## src/rtl/pkt_tx_serializer.sv

```systemverilog
// Packet TX serializer: turns the latched reward-stage fields into a typed byte
// stream with an XOR checksum trailer, handed out over a valid/ready handshake.
module pkt_tx_serializer #(
   parameter int WORD_WIDTH = 16,
   parameter int BYTE_WIDTH = 8
) (
   input  logic                  clk,
   input  logic                  nrst,
   input  logic                  load,
   input  logic [2:0]            lPacketType,
   input  logic [WORD_WIDTH-1:0] lSourceID,
   input  logic [WORD_WIDTH-1:0] lSourceHops,
   input  logic [WORD_WIDTH-1:0] lQValue,
   input  logic [WORD_WIDTH-1:0] lEnergyLeft,
   input  logic [WORD_WIDTH-1:0] lDestinationID,
   input  logic [WORD_WIDTH-1:0] lChosenCH,
   input  logic [WORD_WIDTH-1:0] lHopsFromCH,
   output logic [BYTE_WIDTH-1:0] tx_data,
   output logic                  tx_valid,
   input  logic                  tx_ready,
   output logic                  tx_last,
   output logic                  tx_done,
   output logic                  tx_drop,
   output logic                  overflow,
   output logic                  busy
);

   localparam logic [1:0] ST_IDLE = 2'd0;
   localparam logic [1:0] ST_SEND = 2'd1;
   localparam logic [1:0] ST_DONE = 2'd2;

   logic [1:0]            state;
   logic [3:0]            idx;
   logic [BYTE_WIDTH-1:0] csum;
   logic [2:0]            ptype;
   logic [WORD_WIDTH-1:0] src_id, src_hops, q_value, energy_left;
   logic [WORD_WIDTH-1:0] dest_id, chosen_ch, hops_from_ch;

   logic [3:0]            last_idx;
   logic [3:0]            body;
   logic [2:0]            slot;
   logic [WORD_WIDTH-1:0] cur_word;
   logic [BYTE_WIDTH-1:0] cur_byte;
   logic                  transmittable;

   assign transmittable = (lPacketType != 3'b001) && (lPacketType != 3'b111);

   // Byte 1 onwards carries fields two bytes each, so the field slot is (idx-1)/2
   // and an even (idx-1) selects the MSB byte.
   assign body = idx - 4'd1;
   assign slot = body[3:1];

   always_comb begin
      last_idx = 4'd15;
      case (ptype)
         3'b000:  last_idx = 4'd5;
         3'b010:  last_idx = 4'd7;
         3'b011:  last_idx = 4'd13;
         3'b100:  last_idx = 4'd7;
         default: last_idx = 4'd15;
      endcase
   end

   always_comb begin
      cur_word = '0;
      case (ptype)
         3'b000: begin
            case (slot)
               3'd0:    cur_word = src_id;
               3'd1:    cur_word = src_hops;
               default: cur_word = '0;
            endcase
         end
         3'b010: begin
            case (slot)
               3'd0:    cur_word = src_id;
               3'd1:    cur_word = q_value;
               3'd2:    cur_word = hops_from_ch;
               default: cur_word = '0;
            endcase
         end
         3'b011: begin
            case (slot)
               3'd0:    cur_word = src_id;
               3'd1:    cur_word = src_hops;
               3'd2:    cur_word = q_value;
               3'd3:    cur_word = energy_left;
               3'd4:    cur_word = dest_id;
               3'd5:    cur_word = hops_from_ch;
               default: cur_word = '0;
            endcase
         end
         3'b100: begin
            case (slot)
               3'd0:    cur_word = src_id;
               3'd1:    cur_word = q_value;
               3'd2:    cur_word = dest_id;
               default: cur_word = '0;
            endcase
         end
         default: begin
            case (slot)
               3'd0:    cur_word = src_id;
               3'd1:    cur_word = src_hops;
               3'd2:    cur_word = q_value;
               3'd3:    cur_word = energy_left;
               3'd4:    cur_word = hops_from_ch;
               3'd5:    cur_word = chosen_ch;
               3'd6:    cur_word = dest_id;
               default: cur_word = '0;
            endcase
         end
      endcase
   end

   always_comb begin
      cur_byte = cur_word[BYTE_WIDTH-1:0];
      if (idx == 4'd0)
         cur_byte = {{(BYTE_WIDTH-3){1'b0}}, ptype};
      else if (idx == last_idx)
         cur_byte = csum;
      else if (!body[0])
         cur_byte = cur_word[WORD_WIDTH-1 -: BYTE_WIDTH];
   end

   assign tx_valid = (state == ST_SEND);
   assign tx_data  = tx_valid ? cur_byte : '0;
   assign tx_last  = tx_valid && (idx == last_idx);
   assign tx_done  = (state == ST_DONE);
   assign busy     = (state != ST_IDLE);

   // Outputs are all derived from registered state, so a held-off byte stays put
   // until tx_ready lets it go.
   always_ff @(posedge clk or negedge nrst) begin
      if (!nrst) begin
         state        <= ST_IDLE;
         idx          <= '0;
         csum         <= '0;
         ptype        <= '0;
         src_id       <= '0;
         src_hops     <= '0;
         q_value      <= '0;
         energy_left  <= '0;
         dest_id      <= '0;
         chosen_ch    <= '0;
         hops_from_ch <= '0;
         tx_drop      <= 1'b0;
         overflow     <= 1'b0;
      end else begin
         tx_drop  <= 1'b0;
         overflow <= 1'b0;
         case (state)
            ST_IDLE: begin
               if (load) begin
                  if (transmittable) begin
                     ptype        <= lPacketType;
                     src_id       <= lSourceID;
                     src_hops     <= lSourceHops;
                     q_value      <= lQValue;
                     energy_left  <= lEnergyLeft;
                     dest_id      <= lDestinationID;
                     chosen_ch    <= lChosenCH;
                     hops_from_ch <= lHopsFromCH;
                     idx          <= '0;
                     csum         <= '0;
                     state        <= ST_SEND;
                  end else begin
                     tx_drop <= 1'b1;
                  end
               end
            end
            ST_SEND: begin
               if (load)
                  overflow <= 1'b1;
               if (tx_ready) begin
                  csum <= csum ^ cur_byte;
                  if (idx == last_idx)
                     state <= ST_DONE;
                  else
                     idx <= idx + 4'd1;
               end
            end
            ST_DONE: begin
               if (load)
                  overflow <= 1'b1;
               state <= ST_IDLE;
            end
            default: state <= ST_IDLE;
         endcase
      end
   end

endmodule

```

## config.mk

```make
export PLATFORM = sky130hd
export DESIGN_NAME = pkt_tx_serializer
export DESIGN_NICKNAME = d
export VERILOG_FILES = /design/src/rtl/pkt_tx_serializer.sv
export SDC_FILE = /design/constraint.sdc
export NUM_CORES = 1
export LEC_CHECK = 0
export ABC_CLOCK_PERIOD_IN_PS = 3550
export CORE_MARGIN = 4
export CORE_UTILIZATION = 40
export CTS_CLUSTER_DIAMETER = 60
export DETAILED_ROUTE_END_ITERATION = 8
export HOLD_SLACK_MARGIN = 0.15
export SLEW_MARGIN = 20
export SYNTH_ARGS = -nofsm -noshare
export SYNTH_HDL_FRONTEND = slang
export SYNTH_SLANG_ARGS = --single-unit
```

## constraint.sdc

```tcl
create_clock -name clk -period 3.55 [get_ports clk]
set_clock_uncertainty 0.2 [all_clocks]
set_input_delay 0.5325 -clock clk [delete_from_list [all_inputs] [get_ports clk]]
set_output_delay 0.5325 -clock clk [all_outputs]
set_load 0.05 [all_outputs]
```

==> Flow_metrics.wiki <==
{| class="wikitable"
! Metric !! Value
|-
| Antenna Violating Nets Remaining || 0
|-
| Initial antenna violation count || 0
|-
| Fraction of layout cells with a size suffix above 1 || 0.415
|-
| First-pass GRT wire length || 43,900 um
|-
| Count of mapped cells out of synthesis || 784
|-
| Via count of the routed design || 7,647
|-
| Final critical-path required period || 4.01 ns
|-
| Most common cell after layout, fill and taps aside || sky130_fd_sc_hd__buf_4
|-
| TritonCTS clock tree || built
|-
| I/O Buffers || 132
|-
| Post-synth EDFFs || 0
|-
| Fraction of registers with async set/reset || 1.00
|-
| Drt pass-1 iters || 5
|-
| Routed wire length per instance || 21.8 um
|-
| Violations in the final reports || negative setup slack
|-
| Crit path setup slack, layout || -0.462 ns
|-
| Number of max-capacitance violations reported || 0
|-
| Number of unique standard cell types used by synthesis || 81
|-
| Final standard cell count with taps included and fillers excluded || 1,324
|-
| Depth of the worst hold-timing path || 1
|-
| Count of endpoints failing setup in the final report || 8
|-
| Slew at the pin with the worst max-slew slack || 0.718 ns
|-
| Final core utilization || 0.608
|-
| Synthesized area per cell || 10.5 um2
|-
| Fmax achieved || 249 MHz
|-
| Number of cells on the worst reg-to-reg path || 14
|-
| Worst reg2reg path startpoint || idx[0]$_DFFE_PN0P_
|-
| Critical Path RT || 2.82 ns
|-
| PD cells || 1230 nW/um2
|-
| Type of element capturing the critical path || output port
|-
| Rows || 52
|-
| Cell count after placement || 1,258
|-
| Clock latency on the worst-skew pair || 0.43 ns
|-
| Number of warning messages in the yosys log || 0
|-
| Wire length on met2 || 14,200 um
|-
| Worst hold endpoint || chosen_ch[11]$_DFFE_PN0P_
|-
| Post-synth top area share || 0.399
|-
| Portion of the post-synthesis area used by sequential elements || 0.399
|-
| Vias per inst || 5.78
|-
| Global-route congestion overflow total || 0
|-
| Global placer's final weighted congestion || 0.982
|-
| Leakage Power || 0.00497 uW
|-
| Critical path arrival || 3.28 ns
|-
| Relative slew slack || 0.521
|-
| Highest metal layer with signal wires || met4
|-
| Final nets || 1,165
|-
| Core ar. || 20,200 um2
|-
| Final number of hold-violating endpoints || 0
|-
| Number of violations reported at the end of detailed-routing iteration 0 || 675
|-
| Setup repair after global routing missed its margin || true
|-
| Setup TNS Final || -3.26 ns
|-
| Maximum number of pins on one net before global-route repair || 132
|-
| Synth Net Count || 908
|-
| H-tree level count || 4
|-
| Final count of pins violating max slew || 0
|-
| Cell type with the highest aggregate area in the netlist || sky130_fd_sc_hd__dfrtp_1
|-
| Met3 layer wire length in the routed design || 1540 um
|-
| Synth area leaders || sky130_fd_sc_hd__dfrtp_1, sky130_fd_sc_hd__mux2_2, sky130_fd_sc_hd__mux2i_1
|-
| Critical hold path startpoint || chosen_ch[11]$_DFFE_PN0P_
|-
| Flip-flop and latch count after synthesis || 131
|-
| Clk slew on worst S/H paths || 0.06 ns
|-
| Number of placed I/O pins || 133
|-
| Via count of the first global-routing pass || 7,652
|-
| Setup slack of the worst register-to-register path || 0.32 ns
|-
| Final routed DRC violation total || 0
|-
| Vertical die dimension || 151 um
|-
| Number of buffers inserted during clock tree synthesis || 17
|-
| Top flip-flop cell by instance count after synthesis || sky130_fd_sc_hd__dfrtp_1
|-
| Area growth from synthesis to layout || 49.6%
|-
| Wire length reported by the detailed router || 28,900 um
|-
| Crit Path Max Fanout || 5
|-
| Kind of start point of the critical path || flop
|-
| Terminus of the critical flop-to-flop path || csum[5]$_DFFE_PN0P_
|-
| Gr usage total || 0.254
|-
| Starting density of the core || 0.406
|-
| Run status || finished with violations
|-
| Max Buffers Root-to-Sink || 2
|-
| Final Power || 15,200 uW
|-
| Clock sink count || 131
|-
| CTS Root Buffer Type || sky130_fd_sc_hd__clkbuf_16
|-
| Die Footprint || 22,900 um2
|-
| DIE WIDTH || 151 um
|-
| Antenna cell count || 0
|-
| VDD IR max || 0.441 mV
|-
| Hold Crit Class || reg2reg
|-
| Metal1 wirelength || 12,300 um
|-
| Final critical-path share of the clock period || 1.13
|-
| Area of the mapped netlist || 8220 um2
|-
| HPWL reported at the end of detailed placement || 21,400 um
|-
| Critical setup path kind || reg2out
|-
| Dpl ws || -0.292 ns
|-
| Top library cells by usage in the layout, fill and taps aside || sky130_fd_sc_hd__buf_4, sky130_fd_sc_hd__dfrtp_1, sky130_fd_sc_hd__mux2_2, sky130_fd_sc_hd__clkdlybuf4s50_1, sky130_fd_sc_hd__mux2i_1
|}
## per-stage QoR
stage                     area [um2]  hold WS, ns
after detailed placement       10900        0.292
after CTS                      11900        0.307
after global placement         10900        0.287
after global routing           12300        0.322
final                          12300        0.301
after floorplan                 8330       0.0369
## worst max-delay path, stage by stage, from the launching register on
cell and delay, ns:
sky130_fd_sc_hd__dfrtp_2 0.43, sky130_fd_sc_hd__inv_2 0.07, sky130_fd_sc_hd__ha_4 0.18, sky130_fd_sc_hd__buf_12 0.13, sky130_fd_sc_hd__o41a_1 0.51, sky130_fd_sc_hd__buf_6 0.17
sky130_fd_sc_hd__or3_4 0.35, sky130_fd_sc_hd__o211ai_1 0.19, sky130_fd_sc_hd__a21oi_2 0.07, sky130_fd_sc_hd__o22ai_2 0.22, sky130_fd_sc_hd__o211ai_1 0.19, sky130_fd_sc_hd__a21oi_4 0.18
sky130_fd_sc_hd__buf_12 0.16
## worst max path at each step
stage / start / endpoint / slack (ns) / cells past startpoint
5_1_grt: idx[0]$_DFFE_PN0P_ / tx_data[4] / -0.57 / 12
6_report: idx[0]$_DFFE_PN0P_ / tx_data[4] / -0.46 / 12
3_3_place_gp: idx[1]$_DFFE_PN0P_ / tx_data[3] / -0.36 / 11
2_1_floorplan: idx[1]$_DFFE_PN0P_ / tx_data[4] / 0.009 / 12
4_1_cts: idx[0]$_DFFE_PN0P_ / tx_data[2] / -0.44 / 11
3_5_place_dp: idx[1]$_DFFE_PN0P_ / tx_data[3] / -0.29 / 11
## area by class of cell
type,count,area [um2]
Fill cell,1704,7940
Multi-Input combinational cell,584,5190
Sequential cell,131,3280
Timing Repair Buffer,299,2890
Clock buffer,19,443
Tap cell,270,338
Clock inverter,13,125
Inverter,8,30.0
## kinds of logic (layout without fill, tap and decap cells)
| kind of cell | after synthesis | count (layout) | synth area share |
|---|---|---|---|
| xor gates and xnor gates | 6 | 6 | 0.00639 |
| muxes | 187 | 187 | 0.247 |
| buffers and inverters | 69 | 339 | 0.0394 |
| AOI/OAI and AO/OA | 210 | 210 | 0.189 |
| and+or+nand+nor | 176 | 176 | 0.112 |
| DFF | 131 | 131 | 0.399 |
| adders and majority gates | 5 | 5 | 0.00761 |
## per-layer routing
metal / up-vias / GRT usage
met3: 55 / 0.0533
met2: 249 / 0.426
met5: - / 0
li1: 3502 / -
met4: 0 / 0.0811
met1: 3841 / 0.327
## sequential cells by signal, indices dropped and copies added, names as in the netlist, 8 cells and up
signal	cells
dest_id	16
src_hops	16
energy_left	16
chosen_ch	16
q_value	16
hops_from_ch	16
src_id	16
csum	8
## cells in the mapped netlist, types with 5 or more instances
cell	number
sky130_fd_sc_hd__a211oi_1	10
sky130_fd_sc_hd__a21oi_1	26
sky130_fd_sc_hd__a221oi_1	8
sky130_fd_sc_hd__a22o_1	5
sky130_fd_sc_hd__a22oi_1	14
sky130_fd_sc_hd__a31oi_1	6
sky130_fd_sc_hd__and2_1	8
sky130_fd_sc_hd__buf_2	19
sky130_fd_sc_hd__clkbuf_1	32
sky130_fd_sc_hd__dfrtp_1	131
sky130_fd_sc_hd__ha_1	5
sky130_fd_sc_hd__inv_1	8
sky130_fd_sc_hd__mux2_2	126
sky130_fd_sc_hd__mux2i_1	61
sky130_fd_sc_hd__nand2_1	49
sky130_fd_sc_hd__nand2b_1	8
sky130_fd_sc_hd__nand3_1	13
sky130_fd_sc_hd__nor2_1	33
sky130_fd_sc_hd__nor2b_1	10
sky130_fd_sc_hd__nor3_1	13
sky130_fd_sc_hd__nor4_1	12
sky130_fd_sc_hd__o211ai_1	10
sky130_fd_sc_hd__o21ai_0	44
sky130_fd_sc_hd__o221ai_1	6
sky130_fd_sc_hd__o22a_1	7
sky130_fd_sc_hd__o22ai_1	14
## where the power goes
part           switching (uW)  total [uW]  internal, uW
logic                    5230       10400          5200
clock network             715        1710           991
registers                 778        3040          2260
total                    6730       15200          8450
## timing repair
action / 4_1_cts / 5_1_grt
buffers inserted: 23 / 14
gates cloned: 0 / 1
setup endpoints to repair: 8 / 8
hold buffers: 1 / 0
pin swaps: 32 / 27
hold endpoints to repair: 131 / 0
gates resized for setup: 77 / 55
(Power assumes the default switching activity.)
